[src/rtl/game_step_scheduler.sv]
// Purpose : paces snake moves, judges each move (die / eat / continue), runs
//           the eat-score-level sequence and the target-request handshake.
// Latency : SHIFT fires after (BASE_PERIOD - LEVEL*PERIOD_STEP) WAIT cycles;
//           all outputs are registered and change one edge after the cause.
// Backpressure: SHIFT_DONE (bounded by DONE_TIMEOUT) and TARGET_ACK stall the
//           sequence; leaving PLAY aborts back to WAIT except from HALT.
//
// Ports:
//   CLK, RESET       clock, synchronous active-low reset
//   M_STATE          master state, 2'b01 = PLAY
//   SHIFT_DONE       pulse: snake body shift finished
//   COLLIDE, REACHED levels sampled once in CHECK (COLLIDE wins)
//   TARGET_ACK       pulse: new target latched (only honoured in TGT_WAIT)
//   SHIFT            one-cycle move strobe
//   TARGET_REQ       level request for a new target
//   SCORE_EN         one-cycle score increment
//   LEVEL            speed level, saturates at MAX_LEVEL
//   DEAD             sticky collision flag, cleared only by reset
//   BUSY             high outside WAIT and HALT
module game_step_scheduler #(
    parameter int unsigned BASE_PERIOD  = 25000000,
    parameter int unsigned PERIOD_STEP  = 2500000,
    parameter int unsigned MAX_LEVEL    = 7,
    parameter int unsigned DONE_TIMEOUT = 15
) (
    input  logic       CLK,
    input  logic       RESET,
    input  logic [1:0] M_STATE,
    input  logic       SHIFT_DONE,
    input  logic       COLLIDE,
    input  logic       REACHED,
    input  logic       TARGET_ACK,
    output logic       SHIFT,
    output logic       TARGET_REQ,
    output logic       SCORE_EN,
    output logic [2:0] LEVEL,
    output logic       DEAD,
    output logic       BUSY
);

    typedef enum logic [2:0] {
        ST_WAIT,
        ST_SHIFT,
        ST_WAIT_DONE,
        ST_CHECK,
        ST_EAT,
        ST_TGT_WAIT,
        ST_HALT
    } state_t;

    localparam logic [1:0]  PLAY      = 2'b01;
    localparam logic [2:0]  LEVEL_MAX = 3'(MAX_LEVEL);
    // done_cnt is 0 in the SHIFT cycle, so this value exits WAIT_DONE exactly
    // DONE_TIMEOUT cycles after the SHIFT strobe.
    localparam logic [31:0] DONE_LAST = 32'(DONE_TIMEOUT - 1);

    state_t      state;
    logic [31:0] period_cnt;
    logic [31:0] done_cnt;
    logic [31:0] period;
    logic [31:0] period_last;
    logic [1:0]  eat_cnt;
    logic        play;

    assign play        = (M_STATE == PLAY);
    assign period      = 32'(BASE_PERIOD) - 32'(LEVEL) * 32'(PERIOD_STEP);
    assign period_last = period - 32'd1;

    always_ff @(posedge CLK) begin
        if (!RESET) begin
            state      <= ST_WAIT;
            period_cnt <= 32'd0;
            done_cnt   <= 32'd0;
            eat_cnt    <= 2'd0;
            LEVEL      <= 3'd0;
            SHIFT      <= 1'b0;
            TARGET_REQ <= 1'b0;
            SCORE_EN   <= 1'b0;
            DEAD       <= 1'b0;
            BUSY       <= 1'b0;
        end else if (state != ST_HALT && !play) begin
            // Leaving PLAY beats everything else, including a terminal count
            // in WAIT; LEVEL and eat_cnt are deliberately left alone.
            state      <= ST_WAIT;
            period_cnt <= 32'd0;
            SHIFT      <= 1'b0;
            TARGET_REQ <= 1'b0;
            SCORE_EN   <= 1'b0;
            BUSY       <= 1'b0;
        end else begin
            // Strobes are only raised on the edge entering their state.
            SHIFT    <= 1'b0;
            SCORE_EN <= 1'b0;
            case (state)
                ST_WAIT: begin
                    if (period_cnt >= period_last) begin
                        state      <= ST_SHIFT;
                        period_cnt <= 32'd0;
                        done_cnt   <= 32'd0;
                        SHIFT      <= 1'b1;
                        BUSY       <= 1'b1;
                    end else begin
                        period_cnt <= period_cnt + 32'd1;
                    end
                end
                ST_SHIFT: begin
                    state    <= ST_WAIT_DONE;
                    done_cnt <= done_cnt + 32'd1;
                end
                ST_WAIT_DONE: begin
                    if (SHIFT_DONE || done_cnt >= DONE_LAST) begin
                        state <= ST_CHECK;
                    end else begin
                        done_cnt <= done_cnt + 32'd1;
                    end
                end
                ST_CHECK: begin
                    if (COLLIDE) begin
                        state <= ST_HALT;
                        DEAD  <= 1'b1;
                        BUSY  <= 1'b0;
                    end else if (REACHED) begin
                        state    <= ST_EAT;
                        SCORE_EN <= 1'b1;
                    end else begin
                        state <= ST_WAIT;
                        BUSY  <= 1'b0;
                    end
                end
                ST_EAT: begin
                    eat_cnt <= eat_cnt + 2'd1;
                    // Every fourth eat (eat_cnt wrapping 3->0) speeds up.
                    if (eat_cnt == 2'd3 && LEVEL < LEVEL_MAX) begin
                        LEVEL <= LEVEL + 3'd1;
                    end
                    state      <= ST_TGT_WAIT;
                    TARGET_REQ <= 1'b1;
                end
                ST_TGT_WAIT: begin
                    if (TARGET_ACK) begin
                        state      <= ST_WAIT;
                        TARGET_REQ <= 1'b0;
                        BUSY       <= 1'b0;
                    end
                end
                ST_HALT: begin
                    state <= ST_HALT;
                end
                default: begin
                    state <= ST_WAIT;
                    BUSY  <= 1'b0;
                end
            endcase
        end
    end

endmodule

[config.mk]
export PLATFORM = sky130hd
export DESIGN_NAME = game_step_scheduler
export DESIGN_NICKNAME = d
export VERILOG_FILES = /design/src/rtl/game_step_scheduler.sv
export SDC_FILE = /design/constraint.sdc
export NUM_CORES = 1
export LEC_CHECK = 0
export CAP_MARGIN = 40
export CORE_UTILIZATION = 60
export CTS_CLUSTER_SIZE = 10
export DETAILED_ROUTE_END_ITERATION = 8
export PLACE_DENSITY = 0.78
export SYNTH_ARGS = -nofsm -noshare
export SYNTH_HDL_FRONTEND = slang
export SYNTH_SLANG_ARGS = --single-unit
[constraint.sdc]
create_clock -name CLK -period 9.3 [get_ports CLK]
set_input_delay 0.93 -clock CLK [delete_from_list [all_inputs] [get_ports CLK]]
set_output_delay 0.93 -clock CLK [all_outputs]
set_load 0.02 [all_outputs]
After elaboration in Yosys (flattened, before gate mapping)
Index checks and enable logic that the tools add are counted.
- bits in registers: 77
- latch bits: 0
- memory bits (writable): 0
- bits in read-only memories: 0
- input bits: 8
- output and inout port bits: 8
- logic and storage cells: 75
- memories kept: 0
- add/sub/neg operators: 6
- multiply operators: 1
- divide/modulo/power cells: 0
- magnitude comparators: 3
- eq/ne operators: 14
- shift operators: 0
- mux-type cells: 18
- bitwise logic cells: 5
- reduce and logical (&&, ||, !) cells: 18
- operator list (kind ; number):
    two-way mux 32 bit ; 3
    case mux 32 bit (3 select lines) ; 1
    adder 32 x 1 -> 32 bit (second input constant) ; 2
    >= comparator 32 bit ; 1
    >= comparator 32 x 4 -> 1 bit (second input constant) ; 1
    subtractor 26 x 2 -> 27 bit (second input constant) ; 1
    subtractor 25 x 25 -> 26 bit (first input constant) ; 1
    case mux 3 bit (7 select lines) ; 1
    multiplier 3 x 17 -> 20 bit (second input constant) ; 1
    two-way mux 3 bit ; 5
    == test 3 bit (second input constant) ; 3
    AND reduction 3 bit ; 3
    inequality test 2 bit (second input constant) ; 4
    AND reduction 4 bit ; 2
    OR reduction 4 bit ; 2
    == test 3 x 2 -> 1 bit (second input constant) ; 2
    two-way mux 1 bit ; 6
    inequality test 3 bit (second input constant) ; 2
    inverter 1 bit ; 5
    case mux 1 bit (4 select lines) ; 1
    AND reduction 2 bit ; 2
    adder 3 x 1 -> 3 bit (second input constant) ; 1
    == test 3 x 1 -> 1 bit (second input constant) ; 1
    logical NOT 3 bit ; 1
    other kinds (12) ; 13

Logic depth before layout (Yosys ltp)
Gate-level depths: netlist (run 1).
- depth after elaboration: 6
- mapped depth: 33
- depth with buffers taken out: 27

Worst setup path after synthesis (run 1)
OpenSTA, ideal clock, no wires.
- path kind: register -> register
- from: register LEVEL[0]
- to: register done_cnt[9]
- library setup time: 0.070 ns
- arrival time: 6.882 ns
- required time: 9.230 ns
- path slack: 2.348 ns
- stages on the path, launching flop included: 28
- buffers on the path: 4
- clock period less this slack: 6.952 ns
- cells stage by stage: dfxtp_1 -> clkbuf_1 -> inv_1 -> ha_1 -> clkbuf_1 -> inv_1 -> ha_1 -> inv_1 -> fa_1 -> nor4b_1 -> and2_0 -> clkbuf_1 -> nand2_1 -> o32ai_1 -> o21ai_0 -> nor3_1 -> nand3_1 -> nor4b_1 -> xnor2_1 -> ha_1 -> nand3_1 -> o41ai_1 -> nor3b_1 -> o21a_1 -> a31oi_4 -> buf_6 -> or4_1 -> a21oi_1
- cells in the longest elaborated chain, start to end: 6
- ends and longest elaborated chain (what ; line ; source):
    from (decl) ; 36 ; output logic [2:0] LEVEL,
    from (signal assigned) ; 134 ; LEVEL <= LEVEL + 3'd1;
    multiplier 3 x 17 -> 20 bit ; 66 ; assign period = 32'(BASE_PERIOD) - 32'(LEVEL) * 32'(PERIOD_STEP);
    subtractor 25 x 25 -> 26 bit ; 66 ;
    subtractor 26 x 2 -> 27 bit ; 67 ; assign period_last = period - 32'd1;
    net period_last[5] ; 61 ; logic [31:0] period_last;
    >= comparator 32 bit ; 96 ; if (period_cnt >= period_last) begin
    inequality test 2 bit (no line) ; n/a ;
    AND reduction 4 bit (no line) ; n/a ;
    to (signal assigned) ; 108 ; done_cnt <= done_cnt + 32'd1;
    to (signal assigned) ; 114 ; done_cnt <= done_cnt + 32'd1;
    to (decl) ; 59 ; logic [31:0] done_cnt;
The timed path passes the listed nets, and every way through them passes these cells.
A chain may end at the register's enable or synchronous reset.

Final worst setup path (run 1)
Ends and elaborated chain as after synthesis.

==> results of run 1 <==
flip-flops by register name, indices dropped and copies added (netlist names):
signal,count
done_cnt,32
SCORE_EN,1
eat_cnt,2
BUSY,1
SHIFT,1
state,3
DEAD,1
TARGET_REQ,1
period_cnt,32
LEVEL,3
cells in the mapped netlist, drive strengths merged, types with 19 or more instances:
master | instances | area, um^2
nand2 | 64 | 240
xor2 | 28 | 245
clkbuf | 19 | 72.6
dfxtp | 77 | 1540
inv | 24 | 90.1
nand3 | 39 | 195
or3 | 27 | 174
ha | 38 | 475
nand4 | 22 | 144
a21oi | 42 | 221
xnor2 | 41 | 367
nor2 | 81 | 307
o21ai | 43 | 219
cell families after synthesis:
group | after synthesis | synth area share (%)
AOI/OAI and AO/OA | 162 | 19.3
xor gates and xnor gates | 69 | 10.8
adders and majority gates | 40 | 9.09
buffers and inverters | 55 | 4.59
DFF | 77 | 27.2
muxes | 2 | 0.375
and+or+nand+nor | 316 | 28.7
routing by layer:
layer | wire, um | up-vias | global-route usage [%]
met2 | 6420 | 96 | 49.9
li1 | - | 2597 | -
met1 | 5610 | 2432 | 32.7
met4 | 390 | 0 | 13.7
met3 | 415 | 31 | 4.08
met5 | 0 | - | 0
cell type report:
| cell class | instances | area (um^2) |
|---|---|---|
| Timing Repair Buffer | 20 | 223 |
| Clock buffer | 9 | 124 |
| Sequential cell | 77 | 1540 |
| Multi-Input combinational cell | 589 | 3870 |
| Clock inverter | 7 | 121 |
| Tap cell | 111 | 139 |
| Fill cell | 824 | 3090 |
| Inverter | 24 | 90.1 |
power by group through the flow:
stage	clock network, W	registers [W]	logic [W]
4_1_cts	0.000319	0.000330	0.0000140
3_3_place_gp	0	0.000338	0.0000123
6_report	0.000315	0.000330	0.0000140
5_1_grt	0.000334	0.000330	0.0000151
2_1_floorplan	0	0.000338	0.00000716
3_5_place_dp	0	0.000338	0.0000139
worst reg2reg max path, cell delays in order, from the launching register on:
cell and delay [ns]:
dfxtp_1 0.78, inv_1 0.27, ha_1 0.51, inv_1 0.13
ha_1 0.17, inv_1 0.06, fa_1 0.59, nor4b_1 0.44
and2_0 0.39, nand2_1 0.10, o32ai_1 0.20, o21ai_0 0.24
nor3_1 0.47, nand3_1 0.18, nor4b_1 0.48, xnor2_1 0.12
ha_1 0.32, nand3_1 0.10, o41ai_1 0.47, nor3b_1 0.50
o21a_1 0.25, a31oi_4 0.11, buf_16 0.26, or4_1 0.50
a21oi_1 0.15
through the flow:
step / utilization, % / worst slack, ns / hold slack (ns)
2_1_floorplan: - / 2.35 / 0.449
3_3_place_gp: 63.2 / 1.56 / 0.441
3_5_place_dp: 63.8 / 1.52 / 0.474
4_1_cts: 66.4 / 1.44 / 0.492
5_1_grt: 66.4 / 0.733 / 0.514
6_report: 66.4 / 1.45 / 0.488
layout by cell type, fill, tap and decap left out, drive strengths merged, types with 7 or more instances in the layout:
master and instances:
nor2b 8, nor2 81, and3 9, dfxtp 77, ha 38, and2 10
clkbuf 9, nand2 64, a211oi 7, o21ai 43, xor2 28, a31oi 8
or3 27, xnor2 41, inv 25, nor4 10, a21oi 42, a21o 12
nand4 22, clkdlybuf4s50 15, nand3 39, nor3 15
worst max-delay path by stage:
stage                         from           to  slack, ns  cells after the start
after floorplan           LEVEL[0]  done_cnt[9]       2.35                     27
after global placement    LEVEL[0]  done_cnt[1]       1.56                     26
after detailed placement  LEVEL[0]  done_cnt[9]       1.52                     24
after CTS                 LEVEL[0]  done_cnt[9]       1.44                     24
after global routing      LEVEL[0]  done_cnt[9]       0.73                     24
final                     LEVEL[0]  done_cnt[9]       1.45                     24
==> metrics.txt, run 1 <==
Hold Buf Count CTS=0; Worst slew margin=between 50% and 60%; CTS Buffer Depth=2; final setup TNS=0 ns; Layout Skew=0.0102 ns; clock power share=47.8%; WHS Path Cells=2; DRC viols=0; Startpoint Class=register; Switching Share=between 20% and 30%; Cells after Synth=just over 700; number of routed nets with antenna violations=0; Syn Nets=between 700 and 800; Peak Freq=~0.13 GHz; Rows=35; Die Ht=a little under 100 um; Post-synth EDFFs=0; class of the worst hold path=register to register; first-pass GRT wire length=22.6 mm; Synth Cell Area=5670 um^2; RR Endpoint=done_cnt[9]; crit path buf inv count=4; vias in the first global route=approximately 5,000; IO Pins=16; FF+latch count, synth=between 70 and 80; outcome=finished clean; Hold EP=DEAD; Die Span X=roughly 99 um; # clock sinks=between 70 and 80; Post-synth ARST share=0%; Worst Setup Path Type=register to register; fin crit share=84.4%; core area=9200 um^2; post-route insts no fill=837; number of port buffers=15; WL final=12.8 mm; placed cells=just over 800; H-tree depth reported by CTS=3; worst path required time=about 9.6 ns; clk root buf=clkbuf_8; worst stage delay on the critical path=~0.78 ns; Iter 0 DRT Violations=187; CTS tree=yes; crit path max-delay cell type=dfxtp_1; Max FO, Critical Path=37; Worst-Margin Slew=about 0.7 ns; cell family with most CP delay=simple AND/OR/NAND/NOR gates; CTS buffer count=9; CP Capture Type=register; Post-CTS Resized=0; drt first pass iters=4; max_cap viols=0; Synth Warn #=0; FF-to-FF Start=LEVEL[0]; layout cell share with drive strength beyond 1=roughly 5.1%; Psw=about 0.00014 W; Clock Pin Slew Worst Setup and Hold Paths=approximately 0.090 ns; synthesis-to-layout area growth=7.77%; fin. max-slew vios=0; Unique masters post-synth=75; leakage=roughly 2.2 nW; Post-DP Area=a little under 6000 um^2; Final Hold Viols=0; Vias/cell=6.16; Design Power=roughly 0.00066 W; Final #Nets=just under 800; ANT cells=0; Post CTS Setup Buffer Count=0; R2R depth=24; antenna violations before repair=0; total number of vias=about 5,200; Avg WL per Cell=roughly 15 um; Die ar.=between 9000 and 10,000 um^2; worst hold start=DEAD; final count of negative-setup-slack endpoints=0; Syn Area/Cell=between 7 and 8 um^2; largest net degree at the start of global routing=38; sequential share of power=roughly half; design area=between 6000 and 7000 um^2; grt ovf=0; Int Pwr=a little over 0.0005 W; PD cells=108 nW/um^2; RSZ-0062 raised after global routing=no; r2r setup slk=between 1 and 1.5 ns; final RePlAce weighted congestion=between 0.8 and 0.9; Combinational Power Share=~2.1%; initial core utilization=roughly 62%; CP Cell Sequence=inv_1 > ha_1 > inv_1 > ha_1 > inv_1 > fa_1 > nor4b_1 > and2_0 > nand2_1 > o32ai_1 > o21ai_0 > nor3_1 > nand3_1 > nor4b_1 > xnor2_1 > ha_1 > nand3_1 > o41ai_1 > nor3b_1 > o21a_1 > a31oi_4 > buf_16 > or4_1 > a21oi_1; aggregate global-route resource usage=about 28%; CP arrival=roughly 8.1 ns; VDD IR-drop max=around 0.00012 V; later-pin clock latency in the skew report=about 0.36 ns; prevailing post-synth register cell=dfxtp_1; crit path time final=roughly 8 ns; post-DP HPWL=a little under 10 mm; Seq/Total Area, Yosys=27.2%
No activity file was read; power rests on OpenSTA's default activity.
==> run 2, diff against run 1 <==
==> constraint.sdc (replaced) <==
create_clock -name CLK -period 7.8 [get_ports CLK]
set_input_delay 0.78 -clock CLK [delete_from_list [all_inputs] [get_ports CLK]]
set_output_delay 0.78 -clock CLK [all_outputs]
set_load 0.02 [all_outputs]
==> run 2 against run 1 <==
Net effect:
- worst setup slack got worse by 0.85 ns
- count of clock-buffer cells in the layout rose by 2
- largest cell class unchanged
- clock power rose by 1%
- critical path type unchanged
- via count rose by 1.1%
- routed wire length rose by 0.69%
- sequential power rose by 19%
==> metrics.txt, run 2 (synthesized netlist as in run 1, its figures left out) <==
DRC viols=0; R2R depth=23; Hold Buf Count CTS=0; Startpoint Class=register; cell family with most CP delay=simple AND/OR/NAND/NOR gates; PD cells=~120 nW/um^2; fin crit share=between 90% and 100%; CTS tree=yes; drt first pass iters=5; Worst slew margin=between 40% and 50%; Post-DP Area=slightly below 6000 um^2; design area=roughly 6000 um^2; final RePlAce weighted congestion=0.948; Peak Freq=0.139 GHz; crit path time final=between 7 and 8 ns; CP Depth=23; CP arrival=roughly 7.5 ns; FF+latch area=1540 um^2; post-DP HPWL=between 9 and 10 mm; number of port buffers=15; number of routed nets with antenna violations=0; clk root buf=clkbuf_8; worst path required time=~8.1 ns; RSZ-0062 raised after global routing=no; most common cell after layout, fill and taps aside=nor2_1; IO Pins=16; Final #Nets=770; VDD IR-drop max=approximately 0.00009 V; Iter 0 DRT Violations=approximately 200; final setup TNS=0 ns; antenna violations before repair=0; area of the multi-input gates=about 3900 um^2; synthesis-to-layout area growth=6.91%; later-pin clock latency in the skew report=~0.36 ns; WL final=approximately 13 mm; worst stage delay on the critical path=~0.57 ns; Clock Pin Slew Worst Setup and Hold Paths=0.08 ns; CP Capture Type=register; Worst-Margin Slew=between 0.8 and 0.9 ns; aggregate global-route resource usage=28.3%; Rows=35; fillers=approximately 800; core area=between 9000 and 10,000 um^2; fin. max-slew vios=0; ANT cells=0; Avg WL per Cell=15.4 um; Vias/cell=~6.2; most numerous cell on the critical path=ha_1; outcome=finished clean; CTS buffer count=9; Worst Setup Path Type=register to register; Min Hold Slack=slightly below 0.5 ns; crit path buf inv count=3; CTS Buffer Depth=2; Max FO, Critical Path=23; post-route insts no fill=approximately 840; Post CTS Setup Buffer Count=0; final count of negative-setup-slack endpoints=0; vias in the first global route=between 5,000 and 6,000; first-pass GRT wire length=around 23 mm; class of the worst hold path=register to register; H-tree depth reported by CTS=3; grt ovf=0; leakage=roughly 2.2 nW; most frequent cells in the layout=nor2_1 (80), dfxtp_1 (75), nand2_1 (64), a21oi_1 (41), xnor2_1 (40); Final Hold Viols=0; crit path max-delay cell type=fa_1; Layout Skew=approximately 0.012 ns; Die Span X=between 90 and 100 um; layout cell share with drive strength beyond 1=under 10%; initial core utilization=between 60% and 70%; total number of vias=between 5,000 and 6,000; largest net degree at the start of global routing=24; CP Cell Sequence=ha_1 > inv_1 > ha_1 > inv_1 > fa_1 > nor4b_1 > and2_0 > nand2_1 > o32ai_1 > o21ai_0 > nor3_1 > nand3_1 > nor4b_1 > xnor2_1 > ha_1 > nand3_1 > o41ai_1 > nor3b_1 > o21a_1 > a31oi_4 > buf_4 > or4b_1 > a21oi_1; # clock sinks=77; Die Ht=99.2 um; Top Registers=done_cnt (32), period_cnt (32); min setup slack post-route=around 0.60 ns; WHS Path Cells=1; max_cap viols=0; Die ar.=9840 um^2; placed cells=between 800 and 900; Place WS=0.477 ns
==> run 2: cell count changes in the layout (fill, tap and decap cells not counted), moves of 2 or more <==
cell,previous run,this run
buf_4,2,4
bufinv_16,3,1
dfxtp_2,0,2
dfxtp_1,77,75
==> run 2: layout make-up <==
type	instances	share of cell area, %
Inverter	24	1.49
Clock buffer	11	2.33
Multi-Input combinational cell	589	63.9
Sequential cell	77	25.5
Timing Repair Buffer	21	3.47
Tap cell	111	2.29
Clock inverter	5	1.07
==> run 2: worst register-to-register path: stages (launching register included) <==
cell and delay (ns):
dfxtp_2 0.52, ha_1 0.43, inv_1 0.14, ha_1 0.17, inv_1 0.06, fa_1 0.57, nor4b_1 0.40, and2_0 0.36
nand2_1 0.11, o32ai_1 0.21, o21ai_0 0.24, nor3_1 0.42, nand3_1 0.17, nor4b_1 0.51, xnor2_1 0.13, ha_1 0.32
nand3_1 0.10, o41ai_1 0.54, nor3b_1 0.45, o21a_1 0.23, a31oi_4 0.09, buf_4 0.31, or4b_1 0.50, a21oi_1 0.17
==> run 2: stage by stage <==
| stage | util, % | total power, W |
|---|---|---|
| 2_1_floorplan | - | 0.000411 |
| 3_3_place_gp | 63.3 | 0.000417 |
| 3_5_place_dp | 63.6 | 0.000419 |
| 4_1_cts | 65.9 | 0.000738 |
| 5_1_grt | 65.9 | 0.000754 |
| 6_report | 65.9 | 0.000729 |
==> run 2: per-layer routing <==
metal	up-vias	share of wire, %	track usage (%)
li1	2598	-	-
met1	2451	44	33.4
met2	135	50	50.2
met3	29	4.0	4.57
met4	0	2.5	13.1
met5	-	0	0
==> run 2: where the power goes <==
group	leakage (nW)	internal (W)	total [W]	switching, W
sequential	0.621	0.000393	0.000393	0.000000258
combinational	1.44	0.00000662	0.0000162	0.00000955
clock	0.105	0.000160	0.000319	0.000159
total	2.16	0.000560	0.000729	0.000169
==> run 2: worst paths after layout <==
kind,start,to,slack (ns)
worst max-delay path,LEVEL[1],done_cnt[30],0.60
worst min-delay path,BUSY,BUSY,0.48
worst max register to register,LEVEL[1],done_cnt[30],0.60
worst min register to register,BUSY,BUSY,0.48
==> run 2: repair_timing <==
action / CTS / global route
resized for setup: 0 / 2
setup endpoints to repair: 0 / 2
endpoints found under the hold margin: 0 / 0
